`config.mk`:
```
export PLATFORM = sky130hd
export DESIGN_NAME = branch_pred_ctrl
export DESIGN_NICKNAME = d
export VERILOG_FILES = /design/src/rtl/branch_pred_ctrl.sv
export SDC_FILE = /design/constraint.sdc
export NUM_CORES = 1
export LEC_CHECK = 0
export BUFFER_PORTS_ARGS = -buffer_cell sky130_fd_sc_hd__buf_2
export CAP_MARGIN = 20
export CORE_MARGIN = 2
export CORE_UTILIZATION = 61
export CTS_BUF_LIST = sky130_fd_sc_hd__clkbuf_8
export DETAILED_ROUTE_END_ITERATION = 10
export MAX_ROUTING_LAYER = met4
export PLACE_DENSITY = 0.93
export SKIP_LAST_GASP = 1
export SYNTH_ARGS = -nofsm -noshare
export SYNTH_HDL_FRONTEND = slang
export SYNTH_SLANG_ARGS = --single-unit
```
`constraint.sdc`:
```
create_clock -name clk -period 4.51 [get_ports clk]
set_input_delay 1.353 -clock clk [delete_from_list [all_inputs] [get_ports clk]]
set_output_delay 1.353 -clock clk [all_outputs]
set_load 0.05 [all_outputs]
```
`src/rtl/branch_pred_ctrl.sv`:
```
// rtl/branch_pred_ctrl.sv - branch prediction sequencer: counter table, in-order prediction queue, mispredict recovery
//
// Purpose:
//   Predicts conditional jumps from a table of 2-bit saturating counters,
//   queues outstanding predictions in order, presents the oldest (head) to
//   the checker, trains the table on resolution, and flushes plus stalls
//   new predictions for RECOVER_CYC cycles after a mispredict.
//
// Ports:
//   clk, rst                      clock, synchronous active-high reset
//   pred_req/pred_pc/pred_type    prediction request from fetch
//   pred_ready                    request can be accepted this cycle
//   pred_taken                    combinational prediction for pred_pc
//   head_valid/head_pred/head_type  oldest outstanding prediction
//   chk_valid/chk_incorrect/chk_correct  checker result for the head
//   flush/redirect_taken          registered mispredict pulse and direction
//   count                         number of queued predictions
//   underflow                     sticky: result arrived with empty queue

module branch_pred_ctrl #(
  parameter int PC_W        = 16,
  parameter int IDX_W       = 4,
  parameter int DEPTH       = 4,
  parameter int RECOVER_CYC = 2
) (
  input  logic                         clk,
  input  logic                         rst,
  input  logic                         pred_req,
  input  logic [PC_W-1:0]              pred_pc,
  input  logic [1:0]                   pred_type,
  output logic                         pred_ready,
  output logic                         pred_taken,
  output logic                         head_valid,
  output logic                         head_pred,
  output logic [1:0]                   head_type,
  input  logic                         chk_valid,
  input  logic                         chk_incorrect,
  input  logic                         chk_correct,
  output logic                         flush,
  output logic                         redirect_taken,
  output logic [$clog2(DEPTH+1)-1:0]   count,
  output logic                         underflow
);

  localparam int CNT_W = $clog2(DEPTH + 1);
  localparam int PTR_W = (DEPTH > 1) ? $clog2(DEPTH) : 1;
  localparam int RC_W  = (RECOVER_CYC > 1) ? $clog2(RECOVER_CYC) : 1;
  localparam int TBL_N = 1 << IDX_W;

  typedef enum logic {
    ST_RUN     = 1'b0,
    ST_RECOVER = 1'b1
  } state_e;

  state_e           state_q, state_d;
  logic [RC_W-1:0]  rec_cnt_q, rec_cnt_d;
  logic [1:0]       tbl_q [TBL_N];
  logic [1:0]       tbl_d [TBL_N];
  logic [IDX_W-1:0] q_idx_q [DEPTH];
  logic [IDX_W-1:0] q_idx_d [DEPTH];
  logic [1:0]       q_type_q [DEPTH];
  logic [1:0]       q_type_d [DEPTH];
  logic             q_pred_q [DEPTH];
  logic             q_pred_d [DEPTH];
  logic [PTR_W-1:0] head_q, head_d;
  logic [PTR_W-1:0] tail_q, tail_d;
  logic [CNT_W-1:0] count_q, count_d;
  logic             flush_q, flush_d;
  logic             redir_q, redir_d;
  logic             uflow_q, uflow_d;

  logic             in_run;
  logic [IDX_W-1:0] pred_idx;
  logic [IDX_W-1:0] train_idx;
  logic [1:0]       train_ctr;
  logic             resolve;
  logic             mispredict;
  logic             push;
  logic             unused_pc_bits;

  assign unused_pc_bits = ^pred_pc[PC_W-1:IDX_W];

  assign in_run     = (state_q == ST_RUN);
  assign pred_idx   = pred_pc[IDX_W-1:0];
  assign pred_ready = in_run && (count_q < CNT_W'(DEPTH));
  // Reads the registered table, so a same-cycle training update is not visible.
  assign pred_taken = tbl_q[pred_idx][1];
  assign head_valid = in_run && (count_q != '0);
  assign head_pred  = head_valid & q_pred_q[head_q];
  assign head_type  = head_valid ? q_type_q[head_q] : 2'b00;

  assign resolve    = chk_valid && head_valid;
  assign mispredict = resolve && chk_incorrect;
  // A push in the same cycle as a mispredict is wrong-path and is dropped.
  assign push       = pred_req && pred_ready && (pred_type != 2'b00) && !mispredict;

  assign train_idx  = q_idx_q[head_q];
  assign train_ctr  = tbl_q[train_idx];

  assign flush          = flush_q;
  assign redirect_taken = redir_q;
  assign count          = count_q;
  assign underflow      = uflow_q;

  always_comb begin
    state_d   = state_q;
    rec_cnt_d = rec_cnt_q;
    head_d    = head_q;
    tail_d    = tail_q;
    count_d   = count_q;
    for (int i = 0; i < TBL_N; i++) begin
      tbl_d[i] = tbl_q[i];
    end
    for (int i = 0; i < DEPTH; i++) begin
      q_idx_d[i]  = q_idx_q[i];
      q_type_d[i] = q_type_q[i];
      q_pred_d[i] = q_pred_q[i];
    end
    flush_d = mispredict;
    redir_d = mispredict ? chk_correct : redir_q;
    // Results during RECOVER are ignored entirely, including for underflow.
    uflow_d = uflow_q | (in_run && chk_valid && (count_q == '0));

    if (resolve) begin
      if (chk_correct) begin
        if (train_ctr != 2'b11) tbl_d[train_idx] = train_ctr + 2'b01;
      end else begin
        if (train_ctr != 2'b00) tbl_d[train_idx] = train_ctr - 2'b01;
      end
      head_d = head_q + 1'b1;
    end

    if (push) begin
      q_idx_d[tail_q]  = pred_idx;
      q_type_d[tail_q] = pred_type;
      q_pred_d[tail_q] = pred_taken;
      tail_d           = tail_q + 1'b1;
    end

    if (push && !resolve) begin
      count_d = count_q + 1'b1;
    end else if (resolve && !push) begin
      count_d = count_q - 1'b1;
    end

    if (mispredict) begin
      head_d    = '0;
      tail_d    = '0;
      count_d   = '0;
      state_d   = ST_RECOVER;
      rec_cnt_d = RC_W'(RECOVER_CYC - 1);
    end else if (state_q == ST_RECOVER) begin
      if (rec_cnt_q == '0) begin
        state_d = ST_RUN;
      end else begin
        rec_cnt_d = rec_cnt_q - 1'b1;
      end
    end
  end

  always_ff @(posedge clk) begin
    if (rst) begin
      state_q   <= ST_RUN;
      rec_cnt_q <= '0;
      head_q    <= '0;
      tail_q    <= '0;
      count_q   <= '0;
      flush_q   <= 1'b0;
      redir_q   <= 1'b0;
      uflow_q   <= 1'b0;
      for (int i = 0; i < TBL_N; i++) begin
        tbl_q[i] <= 2'b01;
      end
      for (int i = 0; i < DEPTH; i++) begin
        q_idx_q[i]  <= '0;
        q_type_q[i] <= 2'b00;
        q_pred_q[i] <= 1'b0;
      end
    end else begin
      state_q   <= state_d;
      rec_cnt_q <= rec_cnt_d;
      head_q    <= head_d;
      tail_q    <= tail_d;
      count_q   <= count_d;
      flush_q   <= flush_d;
      redir_q   <= redir_d;
      uflow_q   <= uflow_d;
      for (int i = 0; i < TBL_N; i++) begin
        tbl_q[i] <= tbl_d[i];
      end
      for (int i = 0; i < DEPTH; i++) begin
        q_idx_q[i]  <= q_idx_d[i];
        q_type_q[i] <= q_type_d[i];
        q_pred_q[i] <= q_pred_d[i];
      end
    end
  end

endmodule

```
### Yosys cells after proc, flatten, opt, wreduce, memory -nomap -nowiden

Memory sizes are Yosys's and may differ from the RTL's. A register that Yosys moved wholly into a read port is not among the register bits.
Cells that the tools add are included.

| operators by class | value |
|---|---|
| $add $sub $neg | 7 |
| order comparisons | 5 |
| equality and inequality tests | 1 |
| muxes and demuxes | 66 |
| bitwise gates (word level) | 33 |
| reduce and logical (&&, ||, !) cells | 23 |

Operator list:

| cell | number |
|---|---|
| 32-bit two-way mux | 4 |
| 32-bit bitwise mux | 2 |
| 2-bit two-way mux | 29 |
| 1-bit OR | 29 |
| 4-bit two-way mux | 6 |
| 16-bit bitwise mux | 1 |
| 16-bit two-way mux | 1 |
| 1-bit two-way mux | 14 |
| 1-bit logical AND | 13 |
| 8-bit bitwise mux | 1 |
| 2-bit demux with 4-bit select | 1 |
| 4-bit demux with 2-bit select | 1 |
| 8-bit two-way mux | 1 |
| 2-bit nonzero test | 4 |
| 2-bit by 1-bit adder with 2-bit output (second input constant) | 3 |
| 3-bit two-way mux | 2 |
| 5-bit greater-or-equal comparator (second input constant) | 1 |
| 5-bit by 1-bit less-than comparator with 1-bit output (second input constant) | 1 |
| 4-bit NOT with 5-bit output | 1 |
| 4-bit bitwise mux | 1 |
| 2-bit demux with 2-bit select | 1 |
| 3-bit by 1-bit adder with 3-bit output (second input constant) | 1 |
| 3-bit greater-or-equal comparator (second input constant) | 1 |
| 1-bit logical NOT | 3 |
| 13 further kinds | 13 |

| word-level totals | value |
|---|---|
| register bits | 12 |
| RAM bits | 60 |
| bits of input ports | 24 |
| output and inout bits | 12 |
| logic and storage cells | 147 |
| memories | 4 |

Memory list:

| memory | depth | width | rd ports | clocked after Yosys merged registers in | write ports | RTL line | text |
|---|---|---|---|---|---|---|---|
| tbl_q | 16 | 2 | 18 | 0 | 16 | 57 | `logic [1:0] tbl_q [TBL_N];` |
| q_idx_q | 4 | 4 | 5 | 1 | 4 | 59 | `logic [IDX_W-1:0] q_idx_q [DEPTH];` |
| q_type_q | 4 | 2 | 5 | 1 | 4 | 61 | `logic [1:0] q_type_q [DEPTH];` |
| q_pred_q | 4 | 1 | 5 | 1 | 4 | 63 | `logic q_pred_q [DEPTH];` |

### Depth between registers and ports, before layout

Gate-level depths: netlist (run 1).

| depth | value |
|---|---|
| depth in word-level cells | 10 |
| gate-level depth with buffers | 15 |
| mapped depth without buffers | 11 |

### Worst setup path before layout (run 1)

Ideal clock, no wire load.

| timing path | value |
|---|---|
| kind | input to output |
| start | input port pred_pc[0] |
| end | output port pred_taken |
| arrival time | 2.830 ns |
| data required time | 3.157 ns |
| path slack | 0.327 ns |
| stages on the path | 3 |
| path buffers | 1 |
| cells stage by stage | clkbuf_1 -> mux4_2 -> mux4_2 |

| between the ends | value |
|---|---|
| cells in the longest elaborated chain, start to end | 1 |

RTL lines:

| item | RTL line | text |
|---|---|---|
| start, declared | 29 | `input logic [PC_W-1:0] pred_pc,` |
| memory read 16 x 2 bit | -- |  |
| end, declared | 32 | `output logic pred_taken,` |

Every way passes these cells.

### Worst setup path after layout (run 1)

Same ends and word-level chain as after synthesis.

==> summary.txt, run 1 <==
Power
  – Comb pwr share: between 30% and 40%
  – Switch Pwr: just over 800 µW
  – Clk pwr share: between 20% and 30%
  – Reg power frac: 37.6%
  – Worst VDD drop: 0.613 mV
  – Net Sw Frac: 39.9%
  – PD cells: just over 500 mW/mm²
  – Int Pwr: between 1000 and 1500 µW
  – Leak Pwr: ~0.0016 µW

Setup path
  – Worst Path Max Fanout: 8
  – CP Class: in -> out
  – R2R Setup Slk: ~0.38 ns
  – CP cell instances: buf_2 > mux4_2 > mux4_2 > buf_2
  – Cell family with the largest share of critical-path delay: multiplexers
  – CP max stage cell: mux4_2
  – Reg2reg path depth: 11
  – CP Capture Type: primary output
  – CP Data Arrival Time: ~3 ns
  – Max incr delay on CP: approximately 0.57 ns
  – Crit path buf inv count: 2
  – Req. time, crit path: approximately 3.2 ns
  – Startpoint types: input port

Global route
  – Global-route wire length before repair: roughly 15000 µm
  – M3 GR Usage: under 10%
  – Grt met2 use: just over 50%
  – Initial antenna violation count: 0
  – Gr usage total: about a third
  – Pin count of the biggest net entering global routing: 49
  – Vias in the first global route: approximately 3000
  – Total gr overflow: 0
  – Met1 capacity usage during global routing: between 30% and 40%
  – Gr busiest metal: met2

Yosys
  – Asr flop ratio synth: 0%
  – Yosys reg bits: between 70 and 80
  – YS warnings: 0
  – Syn Area/Cell: about 9.6 µm²
  – Seq/Total Area, Yosys: around two fifths
  – Library cells used by synthesis: 43
  – Number of flops mapped to enable cells by yosys: 0
  – Post-synth net total: 410
  – Dominant synthesized flop cell: dfxtp_1
  – Cell count after synthesis: ~380
  – Mapped Area: between 0.003 and 0.004 mm²

Floorplan
  – Core area: about 0.0058 mm²
  – Die height: 81.0 µm
  – Initial Utilization: between 60 and 70%
  – Die W: 81.0 µm
  – Die area: roughly 0.0066 mm²
  – Io pins: 36
  – Core Rows: 28

Detailed routing
  – DRC viols: 0
  – 1st-pass router iterations: 5
  – Routed len/inst: 19.2 µm
  – Via count: 3105
  – ANT nets after route: 0
  – Starting DRT DRC Count: around 280
  – Vias per inst: between 6 and 7
  – Post-Route WL: roughly 9200 µm

STA
  – Worst Tran Pin Value: roughly 0.6 ns
  – Setup violators final: 0
  – Fmax: roughly 0.23 GHz
  – Relative slew slack: 59.7%
  – Final Hold Viols: 0
  – Worst Clk Skew: roughly 0.014 ns
  – Max-slew violation total from the final report: 0
  – Final worst slack: between 0.2 and 0.25 ns
  – Crit path time final: approximately 4.3 ns
  – TNS Setup: 0 ns
  – RSZ-0062 raised after global routing: false
  – Part of the cycle the worst path needs: ~95%

Worst hold path
  – Hold path cells: 2
  – Min-Delay Path Class: reg -> reg
  – HP Start: q_idx_q[1][3]
  – WHS Endpoint: q_idx_q[1][3]

Clock network
  – Skew-Pair Late Insertion Delay: 0.37 ns
  – Max clock buf depth: 2
  – Hold_buf cts: 0
  – CTS tree: built
  – Clk root buf: clkbuf_8
  – Htree depth: 3
  – CTS Buf Count: 9
  – Worst-path clk slew: roughly 0.070 ns
  – Post-CTS Resized: 0
  – Post-CTS Setup Bufs: 0
  – Clock sink count: 74

Outcome
  – Status: completed

Placement
  – Placer Congestion: 0.920
  – Post-DP HPWL: about 6000 µm
  – I/O Buffers: 23
  – Pre-CTS setup slack: approximately 0.24 ns

Final layout
  – ANT cells: 0
  – Area Overhead vs Synth: 9.75%
  – Share of cells above drive strength 1: between 10% and 20%
  – Total Nets Final: about 430

Job
  – Max-cap violations: 0
[power by group through the flow]
stage	sequential [µW]	clock, µW	combinational, µW
6_report	765	483	787
5_1_grt	772	511	828
4_1_cts	763	481	770
3_5_place_dp	776	0	759
3_3_place_gp	768	0	711
2_1_floorplan	818	0	525
[kinds of logic (layout without fill, tap and decap cells)]
| logic type | Yosys count | count (layout) | share of synthesized area, % |
|---|---|---|---|
| simple gates | 151 | 151 | 20.0 |
| mux | 72 | 72 | 24.7 |
| compound gates | 36 | 36 | 5.64 |
| xor+xnor | 7 | 7 | 1.69 |
| buf+inv | 30 | 54 | 4.05 |
| flops | 74 | 74 | 41.0 |
| fa+ha+maj | 8 | 8 | 2.97 |
[Yosys cell counts, types with 2 or more instances]
cell type | n | area (µm²)
a21oi_1 | 30 | 150
a31o_2 | 2 | 17.5
and3_1 | 3 | 18.8
buf_2 | 2 | 10.0
buf_6 | 3 | 33.8
clkbuf_1 | 14 | 52.6
clkbuf_2 | 4 | 20.0
dfxtp_1 | 74 | 1480
ha_1 | 7 | 87.6
inv_1 | 5 | 18.8
mux2_2 | 5 | 56.3
mux2i_1 | 55 | 551
mux4_1 | 4 | 105
mux4_2 | 8 | 180
nand2_1 | 52 | 195
nand2b_1 | 2 | 12.5
nand3_1 | 32 | 160
nand3b_1 | 5 | 37.5
nor2_1 | 35 | 131
nor2b_1 | 2 | 12.5
nor3_1 | 5 | 25.0
nor3b_1 | 3 | 22.5
xnor2_1 | 4 | 35.0
xor2_1 | 3 | 26.3
[cells in the final DEF (no fill, tap or decap), types with 8 or more instances in the layout]
cell type,Yosys,routed
buf_2,2,23
nor2_1,35,35
dfxtp_1,74,74
mux4_2,8,8
clkbuf_8,0,12
a21oi_1,30,30
nand2_1,52,52
mux2i_1,55,55
buf_4,1,9
nand3_1,32,32
[final cells by class]
cell class	count	area [µm²]
clock inverter	4	17.5
sequential	74	1480
clock buffer	12	165
multi-input combinational	274	2010
tap	75	93.8
timing repair buffer	32	183
fill	438	1850
inverter	6	22.5
[worst min-delay path, cell delays in order (launching register included)]
cell and delay, ns:
dfxtp_1 0.31, nand2_1 0.05, a21oi_1 0.05
[routing by layer]
layer,part of all wire (%),vias to the layer above
met1,38,1477
met4,5.2,0
met2,49,191
li1,-,1374
met5,0,-
met3,7.8,63
[worst max-delay path by stage]
stage / end / slack (ns) / startpoint / cells past startpoint
after detailed placement: pred_taken / 0.24 / pred_pc[0] / 4
after global placement: pred_taken / 0.24 / pred_pc[0] / 4
after floorplan: pred_taken / 0.33 / pred_pc[0] / 3
after global routing: tbl_q[7][1] / 0.16 / register / 11
after CTS: pred_taken / 0.26 / pred_pc[0] / 4
final: pred_taken / 0.24 / pred_pc[0] / 4
[metrics by stage]
stage	utilization [%]	power, µW	instances	area, µm²	hold slack (ns)
after floorplan	-	1340	378	3620	0.432
after global placement	65.0	1480	460	3780	0.439
after detailed placement	65.1	1530	461	3790	0.448
after CTS	68.3	2010	477	3970	0.457
after global routing	68.3	2110	477	3970	0.475
final	68.3	2040	477	3970	0.458
Power figures use the tool's default switching activity.
==> run 2: changes to the inputs <==
--- a/config.mk
+++ b/config.mk
@@ -8,11 +8,10 @@
 export BUFFER_PORTS_ARGS = -buffer_cell sky130_fd_sc_hd__buf_2
 export CAP_MARGIN = 20
 export CORE_MARGIN = 2
-export CORE_UTILIZATION = 61
-export CTS_BUF_LIST = sky130_fd_sc_hd__clkbuf_8
+export CORE_UTILIZATION = 50
 export DETAILED_ROUTE_END_ITERATION = 10
 export MAX_ROUTING_LAYER = met4
-export PLACE_DENSITY = 0.93
+export PLACE_DENSITY = 0.73
 export SKIP_LAST_GASP = 1
 export SYNTH_ARGS = -nofsm -noshare
 export SYNTH_HDL_FRONTEND = slang
==> summary.txt, run 2 (synthesis gave the netlist of run 1 again) <==
Power
  – Int Pwr: 1340 µW (+9.2%)
  – Power Total: 2100 µW (+3.4%)
  – Switch Pwr: 768 µW (-5.5%)
  – Reg power frac: 36.0% (-1.6 points)
  – Net Sw Frac: 36.5% (-3.4 points)
  – Leak Pwr: 0.00157 µW (+0.24%)
  – Clk pwr share: 28.3% (+4.6 points)
  – PD cells: 521 mW/mm² (+1.6%)
  – Comb pwr share: 35.6% (-3.1 points)
  – Worst VDD drop: 0.298 mV (-51%)

Floorplan
  – Initial Utilization: 50.7% (-12 points)
  – Die area: 0.00793 mm² (+21%)
  – Die height: 89.1 µm (+9.9%)
  – Core area: 0.00714 mm² (+23%)
  – Io pins: 36 (unchanged)
  – Die W: 89.1 µm (+9.9%)
  – Core Rows: 31 (+11%)

Global route
  – Grt met2 use: 36.6% (-14 points)
  – Initial antenna violation count: 0 (unchanged)
  – Met1 capacity usage during global routing: 28.5% (-9.1 points)
  – Gr usage total: 22.7% (-8.8 points)
  – Gr busiest metal: met2
  – M3 GR Usage: 3.32% (-0.68 points)
  – Vias in the first global route: 2760 (-7.3%)
  – Pin count of the biggest net entering global routing: 48 (-2.0%)
  – Total gr overflow: 0 (unchanged)
  – Global-route wire length before repair: 13400 µm (-11%)

Setup path
  – R2R Setup Slk: 0.38 ns (about the same)
  – Max incr delay on CP: 0.57 ns (about the same)
  – CP max stage cell: mux4_2
  – Critical Path Start: pred_pc[0]
  – CP Data Arrival Time: 2.96 ns (+0.04 ns)
  – CP cell instances: buf_2 > mux4_2 > mux4_2 > buf_2
  – Req. time, crit path: 3.16 ns (about the same)
  – CP Capture Type: primary output
  – CP Class: in -> out
  – Startpoint types: input port
  – Worst Path Max Fanout: 8 (unchanged)
  – FF-to-FF End: tbl_q[15][1]
  – Reg2reg path depth: 11 (unchanged)

STA
  – RSZ-0062 raised after global routing: false
  – Worst Clk Skew: 0.0117 ns (-0.00184 ns)
  – Fmax: 0.232 GHz (-0.92%)
  – Worst Tran Pin Value: 0.690 ns (+0.0905 ns)
  – Relative slew slack: 53.7% (-6.1 points)
  – Setup violators final: 0 (unchanged)
  – Max-slew violation total from the final report: 0 (unchanged)
  – TNS Setup: 0 ns (unchanged)
  – Part of the cycle the worst path needs: 95.6% (+0.88 points)
  – Crit path time final: 4.31 ns (+0.0397 ns)
  – Final Hold Viols: 0 (unchanged)

Placement
  – Placer Congestion: 0.790 (-14%)
  – I/O Buffers: 23 (unchanged)
  – Post-DP HPWL: 5440 µm (-9.3%)
  – Cells after DPL: 483 (+4.8%)

Final layout
  – Share of cells above drive strength 1: 17.0% (+0.085 points)
  – Area Overhead vs Synth: 11.7%
  – ANT cells: 0 (unchanged)
  – Commonest non-fill, non-tap cell in the layout: dfxtp_1
  – Final Non-Filler Cells: 499 (+4.6%)
  – Most frequent cells in the layout: dfxtp_1, mux2i_1, nand2_1
  – Total Nets Final: 427 (-0.47%)

Worst hold path
  – Min-Delay Path Class: reg -> reg
  – WHS Endpoint: q_type_q[1][1]
  – Hold path cells: 2 (unchanged)
  – HP Start: q_type_q[1][1]

Outcome
  – Status: completed

Clock network
  – Skew-Pair Late Insertion Delay: 0.35 ns (-0.02 ns)
  – Post-CTS Resized: 0 (unchanged)
  – Worst-path clk slew: 0.07 ns (about the same)
  – Clk root buf: clkbuf_8
  – Post-CTS Setup Bufs: 0 (unchanged)
  – CTS Buf Count: 9 (unchanged)
  – Max clock buf depth: 2 (unchanged)
  – Hold_buf cts: 0 (unchanged)
  – Clock sink count: 74 (unchanged)
  – CTS tree: built
  – Htree depth: 3 (unchanged)

Detailed routing
  – Vias per inst: 5.62 (-14%)
  – ANT nets after route: 0 (unchanged)
  – 1st-pass router iterations: 5 (unchanged)
  – Starting DRT DRC Count: 150 (-47%)
  – Via count: 2803 (-9.7%)
  – Post-Route WL: 7990 µm (-13%)
  – Routed len/inst: 16.0 µm (-17%)
  – DRC viols: 0 (unchanged)

Job
  – Max-cap violations: 0 (unchanged)
==> run 2: changes by cell type in the layout (fill, tap and decap cells not counted) <==
cell and change:
inv_1 -2, bufinv_16 +2, clkinv_2 -1, clkinvlp_4 +1, buf_4 -2
==> run 2: per-stage QoR <==
step | utilization, % | cell area (µm²) | worst slack, ns | hold WS [ns]
finish | 56.6 | 4040 | 0.197 | 0.454
global route | 56.6 | 4040 | 0.0688 | 0.467
CTS | 56.6 | 4040 | 0.208 | 0.455
detailed placement | 53.3 | 3800 | 0.224 | 0.445
global placement | 53.2 | 3790 | 0.234 | 0.438
floorplan | - | 3620 | 0.327 | 0.432
==> run 2: worst max-delay path by stage <==
stage | endpoint | depth (start not counted)
floorplan | pred_taken | 3
global placement | pred_taken | 4
detailed placement | pred_taken | 4
CTS | pred_taken | 4
global route | tbl_q[15][1] | 11
finish | pred_taken | 4
==> run 2: critical path: cells and delay by family <==
kind	cells	cell delay [ns]
buffers and inverters	2	0.48
multiplexers	2	1.12
==> run 2: area by class of cell <==
type	count	area, µm²
timing repair buffer	30	168
multi-input combinational	274	2010
tap	99	124
fill	668	3100
clock inverter	4	72.6
clock buffer	12	165
sequential	74	1480
inverter	6	22.5
==> run 2: routing by layer <==
| metal | wire, µm | up-vias |
|---|---|---|
| li1 | - | 1360 |
| met2 | 3960 | 55 |
| met5 | 0 | - |
| met1 | 3530 | 1370 |
| met4 | 185 | 0 |
| met3 | 315 | 18 |
==> run 2: power by group through the flow <==
stage / clock [µW] / sequential [µW] / combinational, µW
global route: 631 / 767 / 813
CTS: 606 / 759 / 751
floorplan: 0 / 818 / 525
global placement: 0 / 771 / 720
detailed placement: 0 / 774 / 748
finish: 596 / 758 / 750
==> run 3: changes to the inputs <==
--- a/config.mk
+++ b/config.mk
@@ -12,6 +12,7 @@
 export DETAILED_ROUTE_END_ITERATION = 10
 export MAX_ROUTING_LAYER = met4
 export PLACE_DENSITY = 0.73
+export RECOVER_POWER = 50
 export SKIP_LAST_GASP = 1
 export SYNTH_ARGS = -nofsm -noshare
 export SYNTH_HDL_FRONTEND = slang
==> constraint.sdc (replaced) <==
create_clock -name clk -period 4.51 [get_ports clk]
set_input_delay 1.353 -clock clk [delete_from_list [all_inputs] [get_ports clk]]
set_output_delay 1.353 -clock clk [all_outputs]
set_load 0.02 [all_outputs]
==> summary.txt, run 3 (synthesis gave the netlist of run 1 again) <==
Power
  – Leak Pwr: 0.00151 µW (-3.5%)
  – Worst VDD drop: 0.260 mV (-13%)
  – PD cells: 488 mW/mm² (-6.3%)

Detailed routing
  – DRC viols: 0 (unchanged)
  – Post-Route WL: 7840 µm (-1.9%)
  – Starting DRT DRC Count: 142 (-5.3%)
  – Vias per inst: 5.59 (-0.41%)
  – ANT nets after route: 0 (unchanged)
  – Routed len/inst: 15.7 µm (-2.1%)
  – 1st-pass router iterations: 5 (unchanged)
  – Via count: 2797 (-0.21%)

Placement
  – Post-DP HPWL: 5310 µm (-2.3%)
  – Placer Congestion: 0.816 (+3.2%)
  – I/O Buffers: 23 (unchanged)

Worst hold path
  – Min-Delay Path Class: reg -> reg
  – Hold path cells: 2 (unchanged)

Setup path
  – Startpoint types: input port
  – Cell family with the largest share of critical-path delay: multiplexers
  – Max incr delay on CP: 0.57 ns (about the same)
  – CP max stage cell: mux4_2
  – Crit path buf inv count: 2 (unchanged)
  – CP Capture Type: primary output
  – Req. time, crit path: 3.16 ns (about the same)
  – CP Class: in -> out
  – Crit path depth: 4 (unchanged)
  – Worst Path Max Fanout: 8 (unchanged)
  – CP Data Arrival Time: 2.88 ns (-0.08 ns)
  – CP cell instances: buf_2 > mux4_2 > mux4_2 > buf_2
  – Reg2reg path depth: 12 (+1)

Global route
  – M3 GR Usage: 3.42% (+0.092 points)
  – Global-route wire length before repair: 13300 µm (-0.62%)
  – Vias in the first global route: 2751 (-0.33%)
  – Pin count of the biggest net entering global routing: 48 (unchanged)
  – Initial antenna violation count: 0 (unchanged)
  – Total gr overflow: 0 (unchanged)
  – Gr busiest metal: met2
  – Met1 capacity usage during global routing: 28.1% (-0.41 points)
  – Grt met2 use: 37.4% (+0.81 points)
  – Gr usage total: 22.6% (-0.14 points)

Clock network
  – Clk root buf: clkbuf_8
  – Skew-Pair Late Insertion Delay: 0.35 ns (about the same)
  – Htree depth: 3 (unchanged)
  – Hold_buf cts: 0 (unchanged)
  – CTS tree: built
  – CTS Buf Count: 9 (unchanged)
  – Worst-path clk slew: 0.08 ns (about the same)
  – Max clock buf depth: 2 (unchanged)
  – Post-CTS Resized: 0 (unchanged)
  – Post-CTS Setup Bufs: 0 (unchanged)
  – Clock sink count: 74 (unchanged)

Final layout
  – ANT cells: 0 (unchanged)
  – Util after Layout: 55.8% (-0.84 points)
  – Share of cells above drive strength 1: 14.7% (-2.3 points)
  – Fill cell count: 679 (+1.6%)
  – Commonest non-fill, non-tap cell in the layout: dfxtp_1
  – Most frequent cells in the layout: dfxtp_1, mux2i_1, nand2_1
  – Total Nets Final: 428 (+0.23%)
  – Area Overhead vs Synth: 10.0%

Job
  – Max-cap violations: 1 (+1)

STA
  – TNS Setup: 0 ns (unchanged)
  – Worst Clk Skew: 0.00946 ns (-0.00223 ns)
  – Relative slew slack: -39.9% (-94 points)
  – Final Hold Viols: 0 (unchanged)
  – Worst Tran Pin Value: 2.10 ns (+1.41 ns)
  – Crit path time final: 4.23 ns (-0.0791 ns)
  – Fmax: 0.236 GHz (+1.9%)
  – Setup violators final: 0 (unchanged)
  – Max-slew violation total from the final report: 48 (+48)
  – Part of the cycle the worst path needs: 93.9% (-1.8 points)
  – RSZ-0062 raised after global routing: false

Floorplan
  – Die area: 0.00793 mm² (unchanged)
  – Core area: 0.00714 mm² (unchanged)
  – Core Rows: 31 (unchanged)
  – Io pins: 36 (unchanged)
  – Die W: 89.1 µm (unchanged)
  – Die height: 89.1 µm (unchanged)
  – Initial Utilization: 50.7% (unchanged)

Outcome
  – Failing checks: capacitance limit, slew limit
  – Status: finished with violations
## run 3: cell count changes in the layout (fill, tap and decap cells not counted)
cell / previous run / this run
buf_4: 7 / 6
buf_2: 23 / 16
clkinvlp_4: 1 / 3
clkinv_4: 0 / 1
bufinv_16: 2 / 1
clkbuf_1: 0 / 9
clkbuf_8: 12 / 10
a311oi_4: 1 / 0
a311oi_1: 0 / 1
## run 3: worst paths after layout
kind	start	endpoint	slack, ns
setup / recovery	pred_pc[0]	pred_taken	0.28
hold / removal	q_type_q[1][1]	q_type_q[1][1]	0.46
setup reg to reg	register	tbl_q[7][1]	0.67
hold reg to reg	q_type_q[1][1]	q_type_q[1][1]	0.46
## run 3: area by class of cell
| class | count | area, µm² | area share, % |
|---|---|---|---|
| clock buffers | 10 | 138 | 3.46 |
| clock inverters | 6 | 66.3 | 1.67 |
| inverters | 6 | 22.5 | 0.566 |
| multi-input cells | 274 | 1990 | 50.0 |
| flip-flops and latches | 74 | 1480 | 37.2 |
| well taps | 99 | 124 | 3.11 |
| repair buffers | 31 | 159 | 3.99 |
## run 3: layer usage
layer / wire, µm / vias to the layer above
met5: 0 / -
met4: 96 / 0
met3: 253 / 13
met2: 3920 / 53
met1: 3560 / 1363
li1: - / 1368
## run 3: stage by stage
step           instances  worst slack, ns  hold slack (ns)  power [µW]  instance area, µm²
2_1_floorplan        378            0.405            0.432        1270                3620
3_3_place_gp         483            0.292            0.439        1420                3800
3_5_place_dp         484            0.301            0.446        1450                3810
4_1_cts              500            0.291            0.458        1970                4010
5_1_grt              500            0.230            0.483        2060                3980
6_report             500            0.276            0.457        1940                3980
## run 3: power breakdown
| group | internal, µW | leakage, µW | switching (µW) | total (µW) |
|---|---|---|---|---|
| logic | 255 | 0.000819 | 401 | 656 |
| registers | 712 | 0.000600 | 49.9 | 762 |
| clock network | 270 | 0.0000945 | 253 | 523 |
| total | 1240 | 0.00151 | 704 | 1940 |
## run 3: tightest hold or removal path: stages, from the launching register on
cell and delay [ns]:
dfxtp_1 0.31, nand2_1 0.05, a21oi_1 0.05
